`src/rtl/vga_timing_pkg.sv`:
```
// Shared state type and standard mode constants for the VGA raster timing generator.
package vga_timing_pkg;

  typedef enum logic {
    IDLE = 1'b0,
    RUN  = 1'b1
  } state_e;

  // 640x480 @ 60 Hz, 25.175 MHz pixel clock, negative syncs
  localparam int   VGA640_H_ACTIVE = 640;
  localparam int   VGA640_H_FP     = 16;
  localparam int   VGA640_H_SYNC   = 96;
  localparam int   VGA640_H_BP     = 48;
  localparam int   VGA640_V_ACTIVE = 480;
  localparam int   VGA640_V_FP     = 10;
  localparam int   VGA640_V_SYNC   = 2;
  localparam int   VGA640_V_BP     = 33;
  localparam logic VGA640_HS_POL   = 1'b0;
  localparam logic VGA640_VS_POL   = 1'b0;

  // 800x600 @ 72 Hz, 50 MHz pixel clock, positive syncs
  localparam int   SVGA800_H_ACTIVE = 800;
  localparam int   SVGA800_H_FP     = 56;
  localparam int   SVGA800_H_SYNC   = 120;
  localparam int   SVGA800_H_BP     = 64;
  localparam int   SVGA800_V_ACTIVE = 600;
  localparam int   SVGA800_V_FP     = 37;
  localparam int   SVGA800_V_SYNC   = 6;
  localparam int   SVGA800_V_BP     = 23;
  localparam logic SVGA800_HS_POL   = 1'b1;
  localparam logic SVGA800_VS_POL   = 1'b1;

endpackage

```
`src/rtl/vga_axis_counter.sv`:
```
// One raster axis: wrapping position counter plus decode of its next value,
// so the parent can register outputs that line up with the updated count.
module vga_axis_counter #(
  parameter int ACTIVE = 640,
  parameter int FP     = 16,
  parameter int SYNC   = 96,
  parameter int BP     = 48,
  parameter int W      = 10
) (
  input  logic         clk_i,
  input  logic         rst_ni,
  input  logic         inc_i,
  output logic [W-1:0] cnt_o,
  output logic         last_o,
  output logic [W-1:0] nxt_o,
  output logic         nxt_sync_o,
  output logic         nxt_active_o
);

  localparam int           TOTAL    = ACTIVE + FP + SYNC + BP;
  localparam logic [W-1:0] LAST     = W'(TOTAL - 1);
  // One extra bit so the sync end bound can equal 2^W without wrapping
  localparam logic [W:0]   SYNC_BEG = (W+1)'(ACTIVE + FP);
  localparam logic [W:0]   SYNC_END = (W+1)'(ACTIVE + FP + SYNC);
  localparam logic [W:0]   ACT_END  = (W+1)'(ACTIVE);

  logic [W-1:0] cnt_q, cnt_d;

  always_comb begin
    cnt_d = cnt_q;
    if (inc_i) begin
      cnt_d = (cnt_q == LAST) ? '0 : cnt_q + 1'b1;
    end
  end

  always_ff @(posedge clk_i) begin
    if (!rst_ni) begin
      cnt_q <= '0;
    end else begin
      cnt_q <= cnt_d;
    end
  end

  assign cnt_o        = cnt_q;
  assign last_o       = (cnt_q == LAST);
  assign nxt_o        = cnt_d;
  assign nxt_sync_o   = ({1'b0, cnt_d} >= SYNC_BEG) && ({1'b0, cnt_d} < SYNC_END);
  assign nxt_active_o = ({1'b0, cnt_d} < ACT_END);

endmodule

```
`src/rtl/vga_timing_gen.sv`:
```
// Parametrised VGA timing generator: run/idle FSM that starts and stops only on
// frame boundaries, registered sync/DE/coordinate outputs, event pulses, frame count.
module vga_timing_gen
  import vga_timing_pkg::*;
#(
  parameter int   H_ACTIVE = VGA640_H_ACTIVE,
  parameter int   H_FP     = VGA640_H_FP,
  parameter int   H_SYNC   = VGA640_H_SYNC,
  parameter int   H_BP     = VGA640_H_BP,
  parameter int   V_ACTIVE = VGA640_V_ACTIVE,
  parameter int   V_FP     = VGA640_V_FP,
  parameter int   V_SYNC   = VGA640_V_SYNC,
  parameter int   V_BP     = VGA640_V_BP,
  parameter logic HS_POL   = VGA640_HS_POL,
  parameter logic VS_POL   = VGA640_VS_POL,
  parameter int   X_W      = 10,
  parameter int   Y_W      = 10,
  parameter int   FRAME_W  = 16
) (
  input  logic               i_clk,
  input  logic               i_rst_n,
  input  logic               i_pix_stb,
  input  logic               i_en,
  output logic               o_hs,
  output logic               o_vs,
  output logic               o_de,
  output logic               o_blanking,
  output logic [X_W-1:0]     o_x,
  output logic [Y_W-1:0]     o_y,
  output logic               o_line_end,
  output logic               o_animate,
  output logic               o_frame_end,
  output logic [FRAME_W-1:0] o_frame,
  output logic               o_running
);

  localparam logic [X_W-1:0] X_LAST = X_W'(H_ACTIVE - 1);
  localparam logic [Y_W-1:0] Y_LAST = Y_W'(V_ACTIVE - 1);

  state_e             state_q, state_d;
  logic               h_inc, v_inc, h_last, v_last, run_d;
  logic [X_W-1:0]     h_cnt, h_nxt;
  logic [Y_W-1:0]     v_cnt, v_nxt;
  logic               h_sync_n, v_sync_n, h_act_n, v_act_n;
  logic               hs_q, vs_q, de_q, line_end_q, animate_q, frame_end_q;
  logic [X_W-1:0]     x_q;
  logic [Y_W-1:0]     y_q;
  logic [FRAME_W-1:0] frame_q;

  vga_axis_counter #(
    .ACTIVE(H_ACTIVE), .FP(H_FP), .SYNC(H_SYNC), .BP(H_BP), .W(X_W)
  ) u_h (
    .clk_i(i_clk), .rst_ni(i_rst_n), .inc_i(h_inc),
    .cnt_o(h_cnt), .last_o(h_last), .nxt_o(h_nxt),
    .nxt_sync_o(h_sync_n), .nxt_active_o(h_act_n)
  );

  vga_axis_counter #(
    .ACTIVE(V_ACTIVE), .FP(V_FP), .SYNC(V_SYNC), .BP(V_BP), .W(Y_W)
  ) u_v (
    .clk_i(i_clk), .rst_ni(i_rst_n), .inc_i(v_inc),
    .cnt_o(v_cnt), .last_o(v_last), .nxt_o(v_nxt),
    .nxt_sync_o(v_sync_n), .nxt_active_o(v_act_n)
  );

  // Counters only move in RUN; leaving RUN coincides with both axes wrapping to 0
  always_comb begin
    state_d = state_q;
    h_inc   = 1'b0;
    v_inc   = 1'b0;
    if (i_pix_stb) begin
      case (state_q)
        IDLE: if (i_en) state_d = RUN;
        RUN: begin
          h_inc = 1'b1;
          v_inc = h_last;
          if (h_last && v_last && !i_en) state_d = IDLE;
        end
        default: state_d = IDLE;
      endcase
    end
  end

  assign run_d = (state_d == RUN);

  always_ff @(posedge i_clk) begin
    if (!i_rst_n) begin
      state_q     <= IDLE;
      hs_q        <= ~HS_POL;
      vs_q        <= ~VS_POL;
      de_q        <= 1'b0;
      x_q         <= '0;
      y_q         <= '0;
      line_end_q  <= 1'b0;
      animate_q   <= 1'b0;
      frame_end_q <= 1'b0;
      frame_q     <= '0;
    end else begin
      state_q     <= state_d;
      hs_q        <= (run_d && h_sync_n) ? HS_POL : ~HS_POL;
      vs_q        <= (run_d && v_sync_n) ? VS_POL : ~VS_POL;
      de_q        <= run_d && h_act_n && v_act_n;
      x_q         <= !run_d ? '0 : (h_act_n ? h_nxt : X_LAST);
      y_q         <= !run_d ? '0 : (v_act_n ? v_nxt : Y_LAST);
      line_end_q  <= v_inc;
      animate_q   <= h_inc && (h_cnt == X_LAST) && (v_cnt == Y_LAST);
      frame_end_q <= v_inc && v_last;
      if (v_inc && v_last) frame_q <= frame_q + 1'b1;
    end
  end

  assign o_hs        = hs_q;
  assign o_vs        = vs_q;
  assign o_de        = de_q;
  assign o_blanking  = ~de_q;
  assign o_x         = x_q;
  assign o_y         = y_q;
  assign o_line_end  = line_end_q;
  assign o_animate   = animate_q;
  assign o_frame_end = frame_end_q;
  assign o_frame     = frame_q;
  assign o_running   = (state_q == RUN);

endmodule

```
`config.mk`:
```
export PLATFORM = sky130hd
export DESIGN_NAME = vga_timing_gen
export DESIGN_NICKNAME = d
export VERILOG_FILES = /design/src/rtl/vga_timing_pkg.sv /design/src/rtl/vga_axis_counter.sv /design/src/rtl/vga_timing_gen.sv
export SDC_FILE = /design/constraint.sdc
export NUM_CORES = 1
export LEC_CHECK = 0
export CORE_UTILIZATION = 52
export CTS_CLUSTER_DIAMETER = 100
export DETAILED_ROUTE_END_ITERATION = 7
export MAX_ROUTING_LAYER = met4
export PLACE_DENSITY = 0.88
export SLEW_MARGIN = 20
export SYNTH_ARGS = -nofsm -noshare
export SYNTH_HDL_FRONTEND = slang
export SYNTH_SLANG_ARGS = --single-unit
```
`constraint.sdc`:
```
create_clock -name i_clk -period 3 [get_ports i_clk]
set_clock_uncertainty 0.15 [all_clocks]
set_input_delay 0.3 -clock i_clk [delete_from_list [all_inputs] [get_ports i_clk]]
set_output_delay 0.3 -clock i_clk [all_outputs]
set_load 0.005 [all_outputs]
```
; Word-level counts from Yosys, hierarchy flattened
; Index checks and enable logic that the tools add are counted.
[word_totals]
reg_bits = 63
inputBits = 4
output_inout_bits = 44
word_cells = 60
[classes]
n_addsub = 3
magnitude_cmp = 6
n_eq_ne = 4
mux = 16
bitwise_logic = 2
n_reduce_logical = 15
[ops]
columns = op, n
row1 = 10-bit 2-to-1 mux, 5
row2 = 10-bit == test (second input constant), 3
row3 = 10-bit by 1-bit adder with 10-bit output (second input constant), 2
row4 = 10-bit < comparator (second input constant), 2
row5 = 10-bit by 9-bit < comparator with 1-bit output (second input constant), 2
row6 = 16-bit by 1-bit adder with 16-bit output (second input constant), 1
row7 = 1-bit logical AND, 11
row8 = 10-bit by 9-bit == test with 1-bit output (second input constant), 1
row9 = 10-bit greater-or-equal comparator (second input constant), 1
row10 = 10-bit by 9-bit greater-or-equal comparator with 1-bit output (second input constant), 1
row11 = 1-bit 2-to-1 mux, 9
row12 = 9-bit 2-to-1 mux, 1
row13 = 3-bit AND reduction, 2
row14 = 1-bit NOT, 2
row15 = 1-bit one-hot mux with 2 select lines, 1
row16 = 2-bit AND reduction, 1
row17 = 1-bit logical NOT, 1

; Longest topological paths before layout
[depth]
word_depth = 8
ltp_mapped = 9
ltp_nobuf = 8

; Hierarchy
; From an unflattened synthesis, not the netlist that was laid out.
[hier_totals]
cells_unflattened = 323
hier_area_um2 = 2865.2
[modules_own_cells]
columns = mod, n_inst, cells_each, area_each_um2, seq_area_each_um2
row1 = vga_timing_gen, 1, 173, 1617.8, 860.8
row2 = vga_axis_counter at u_h, 1, 84, 651.9, 200.2
row3 = vga_axis_counter at u_v, 1, 66, 595.6, 200.2

; Worst setup path after synthesis
; Ideal clock, no wire load.
[synth_timing]
path_kind = register -> register
from = reg u_h.cnt_q[0] (netlist: u_h.cnt_o[0])
to = reg y_q[5] (netlist: o_y[5])
setup_ns = 0.116
t_arrival_ns = 2.364
required_ns = 2.734
slack_ns = 0.370
path_stages_with_launch = 9
n_path_buf = 1
period_less_slack_ns = 2.630
path_cell_list = dfxtp_1 > ha_1 > nand4_4 > or4_4 > buf_6 > or4_4 > a21oi_1 > a31oi_1 > and3_1
[synth_between]
elab_chain_cells = 7
elab_cells_between_ends = 11
cone_classes = 1 x order compare / 1 x eq/ne / 6 x mux / 3 x reduce/logical
[synth_rtl]
columns = element, line
row1 = "start, declared", vga_axis_counter.sv:27  ; logic [W-1:0] cnt_q, cnt_d;
row2 = "start signal, assigned", vga_axis_counter.sv:40  ; cnt_q <= cnt_d;
row3 = 10-bit == test (*), vga_axis_counter.sv:45  ; assign last_o = (cnt_q == LAST);
row4 = "parallel branches: the longest is 6 deep, another holds 10-bit by 9-bit < comparator with 1-bit output", n/a
row5 = "end signal, assigned", vga_timing_gen.sv:104  ; y_q <= !run_d ? '0 : (v_act_n ? v_nxt : Y_LAST);
row6 = "end, declared", vga_timing_gen.sv:47  ; logic [Y_W-1:0] y_q;
; Every way passes the cells marked *.
; A chain may end at the register's enable or synchronous reset.

; Worst setup path in the final report
[layout_timing]
from = reg u_h.cnt_q[0] (netlist: u_h.cnt_o[0])
to = reg vs_q (netlist: o_vs)
[layout_between]
elab_chain_cells = 8
elab_cells_between_ends = 14
cone_classes = 2 x order compare / 1 x eq/ne / 7 x mux / 4 x reduce/logical
[layout_rtl]
columns = element, line
row1 = 10-bit == test (*), vga_axis_counter.sv:45
row2 = 1-bit 2-to-1 mux / 1-bit logical AND (equally long branches), "vga_timing_gen.sv:72, vga_timing_gen.sv:77"
row3 = 1-bit 2-to-1 mux / 1-bit logical AND (equally long branches), "vga_timing_gen.sv:71, vga_timing_gen.sv:77"
row4 = 10-bit 2-to-1 mux / 1-bit 2-to-1 mux (equally long branches), "vga_axis_counter.sv:31, vga_timing_gen.sv:77"
row5 = 10-bit by 9-bit greater-or-equal comparator with 1-bit output (tied with other cells), vga_axis_counter.sv:47  ; assign nxt_sync_o = ({1'b0, cnt_d} >= SYNC_BEG) && ({1'b0, cnt_d} < SYNC_END);
row6 = 1-bit logical AND / 1-bit 2-to-1 mux (equally long branches), "vga_axis_counter.sv:47, vga_timing_gen.sv:71"
row7 = 1-bit logical AND (*), vga_timing_gen.sv:101  ; vs_q <= (run_d && v_sync_n) ? VS_POL : ~VS_POL;
row8 = 1-bit 2-to-1 mux (*), vga_timing_gen.sv:101
row9 = "end signal, assigned", vga_timing_gen.sv:90  ; vs_q <= ~VS_POL;
row10 = "end signal, assigned", vga_timing_gen.sv:101
row11 = "end, declared", vga_timing_gen.sv:45  ; logic hs_q, vs_q, de_q, line_end_q, animate_q, frame_end_q;
; Mark *: on every way between the ends. The rest lies on a longest branch, timed or not.

==> impl_metrics.yaml <==
worst_setup_path:
  cp_top_family: "simple AND/OR/NAND/NOR gates"
  start_kind: "flip-flop"
  crit_slowest_cell: "or4_4"
  cp.depth: 8
  critical_path_buf_inv_count: 1
  path_class: "flip-flop to flip-flop"
  critPathArrivalTime_ps: 2940
  timing.reg2reg.worst_path_depth: 8
  slowest_delay_ps: 610
  crit_required_ps: 3070
  worstPathCellList: "ha_1 -> nand4_4 -> or4_4 -> buf_4 -> nor2_1 -> a31o_2 -> nand3_1 -> or4_1"
  endpoint_kind: "flip-flop"
  critPathMaxFanout: 11
route:
  via_per_inst: 5.78
  wl_per_cell_um: 16.0
  drc_errors: 0
  drt-total-wl_mm: 6.98
  routed-via-count: 2518
  drt_iter0_drc: 177
  drt_pre_antenna_iters: 5
  antenna_left: 0
final_layout:
  drive_above_1_share_pct: 10.8
  antenna_cells: 0
  nets: 372
  syn2layout_area_growth_pct: 31.6
  fin_util_pct: 73.1
  final_area_sq_um: 3540
placed_design:
  port_buffers: 47
  dp_hpwl_mm: 4.82
  dpl_cell_area_sq_um: 3300
  globalplace.congestion: 0.941
floorplanning:
  core_area_sq_um: 4850
  fp.dieH_um: 73.9
  start_util_pct: 55.5
  io_pins: 48
  num_rows: 25
  dieArea_sq_um: 5470
  die_x_um: 73.9
sta:
  finalSetupViolCount: 0
  timing_hold_violations_final: 0
  slew-limit-headroom_pct: 62.5
  finalMaxSlewViolations: 0
  period_needed_ps: 2870
  hold_slack_ps: 348
  finalCritPeriodShare_pct: 95.7
  fin_tns_setup_ps: 0
  rsz0062_at_grt: "false"
  tightest_slew_ps: 562
  fmax_mhz: 348
synthesis:
  synthFlopType: "dfxtp_1"
  yosys.area.top_type_share_pct: 46.9
  synth_edf_count: 0
  ys_seq_elements: 63
  yosys-top-cells-area: "dfxtp_1, xor2_1, nor2_1, a21oi_1, nand2_1"
  synth-async-reset-ratio_pct: 0
  synth_seq_area_share_pct: 46.9
  synth_cell_type_count: 42
  synth_warnings: 0
  yosys-top-cells-count: "dfxtp_1, nor2_1, nand2_1"
  synth_nets: 309
  yosysMostFrequentCell: "dfxtp_1"
  synth_top_cell_by_area: "dfxtp_1"
  synth_area_per_cell_sq_um: 8.94
  netlist_area_sq_um: 2690
  syn-instance-count: 301
clocking:
  numCtsBuffers: 9
  cts-root-buf: "clkbuf_8"
  cts_sinks: 63
  cts.clk_slew.worst_paths_ps: 70
  htreeDepth: 3
  cts_tree: "done"
  clk_latency_ps: 340
  clockBufferDepth: 2
  postCtsSetupBuffers: 0
pwr:
  power_density_nw_per_um2: 485
  leakagePower_uw: 0.00129
  peakVddDrop_v: 0.000396
status:
  outcome: "finished, final reports clean"
global_routing:
  grt.overflow.total: 0
  grt_max_degree: 17
  grt_pass1_wl_mm: 10.9
  grt_use_total_pct: 28.5
  antenna_found_initial: 0
  grt_pass1_vias: 2317
min_path:
  hold_depth: 2
  hold_path.class: "flip-flop to flip-flop"
job:
  max-cap-violations: 0
cells by family after synthesis:
family,count (synthesis),synth area share [%]
AO/OA/AOI/OAI,46,10.1
XOR/XNOR,25,8.14
adder cells (fa/ha/maj),4,1.86
buffers and inverters,17,2.70
flip-flops,63,46.9
other,1,0.139
AND/OR/NAND/NOR,145,30.2
stage by stage:
step | instances | total power, uW | setup slack [ps]
detailed placement | 420 | 907 | 88.4
CTS | 436 | 1720 | 92.6
floorplan | 301 | 881 | 370
finish | 436 | 1720 | 129
global placement | 420 | 906 | 125
global route | 436 | 1760 | 17.5
timing repair:
item	4_1_cts	5_1_grt
hold buffers	0	0
setup endpoints to repair	0	7
resized for setup	0	2
final timing paths:
kind	startpoint	to	slack, ps
worst max-delay path	u_h.cnt_o[0]$_SDFF_PN0_	o_vs$_SDFF_PN1_	130
worst min-delay path	o_frame[13]$_SDFFE_PN0P_	o_frame[13]$_SDFFE_PN0P_	350
worst max register to register	u_h.cnt_o[0]$_SDFF_PN0_	o_vs$_SDFF_PN1_	130
worst min register to register	o_frame[13]$_SDFFE_PN0P_	o_frame[13]$_SDFFE_PN0P_	350
state kept, by name (all words and copies together) (netlist names), 10 cells and up:
name	count
o_frame	16
o_x	10
o_y	10
u_h.cnt_o	10
u_v.cnt_o	10
worst register-to-register path, delay by kind of cell (launching register included):
kind | cells | cell delay (ps)
buf+inv | 1 | 220
compound gates | 1 | 180
simple gates | 5 | 1500
fa+ha+maj | 1 | 310
flops | 1 | 410
placed cells by master, fill, tap and decap left out, types with 5 or more instances in the layout:
cell type	instances
dfxtp_1	63
xor2_1	19
clkdlybuf4s50_1	47
nand3_1	15
clkbuf_8	11
o21ai_0	7
and2_1	5
nor3_1	10
inv_1	9
a21oi_1	23
buf_4	13
nand2_1	29
nor2_1	41
xnor2_1	5
nand4_1	15
per-layer routing:
layer / track usage (%) / vias to the layer above / routed length [um]
li1: - / 1192 / -
met1: 33.4 / 1177 / 2990
met2: 45.9 / 124 / 3290
met3: 5.01 / 25 / 463
met4: 16.7 / 0 / 243
met5: - / - / 0
layout make-up:
| type | count | area, sq um |
|---|---|---|
| timing repair buffer | 60 | 568 |
| clock buffer | 13 | 159 |
| multi-input combinational | 221 | 1370 |
| clock inverter | 3 | 65.1 |
| tap | 67 | 83.8 |
| fill | 366 | 1310 |
| inverter | 9 | 33.8 |
| sequential | 63 | 1260 |
report_power, final:
part / internal, uW / leakage, uW / switching [uW] / total (uW)
logic: 18.4 / 0.000670 / 27.1 / 45.6
registers: 840 / 0.000508 / 4.20 / 844
clock network: 513 / 0.000114 / 315 / 828
total: 1370 / 0.00129 / 346 / 1720
Note: power is estimated with default switching activity, not from simulation.
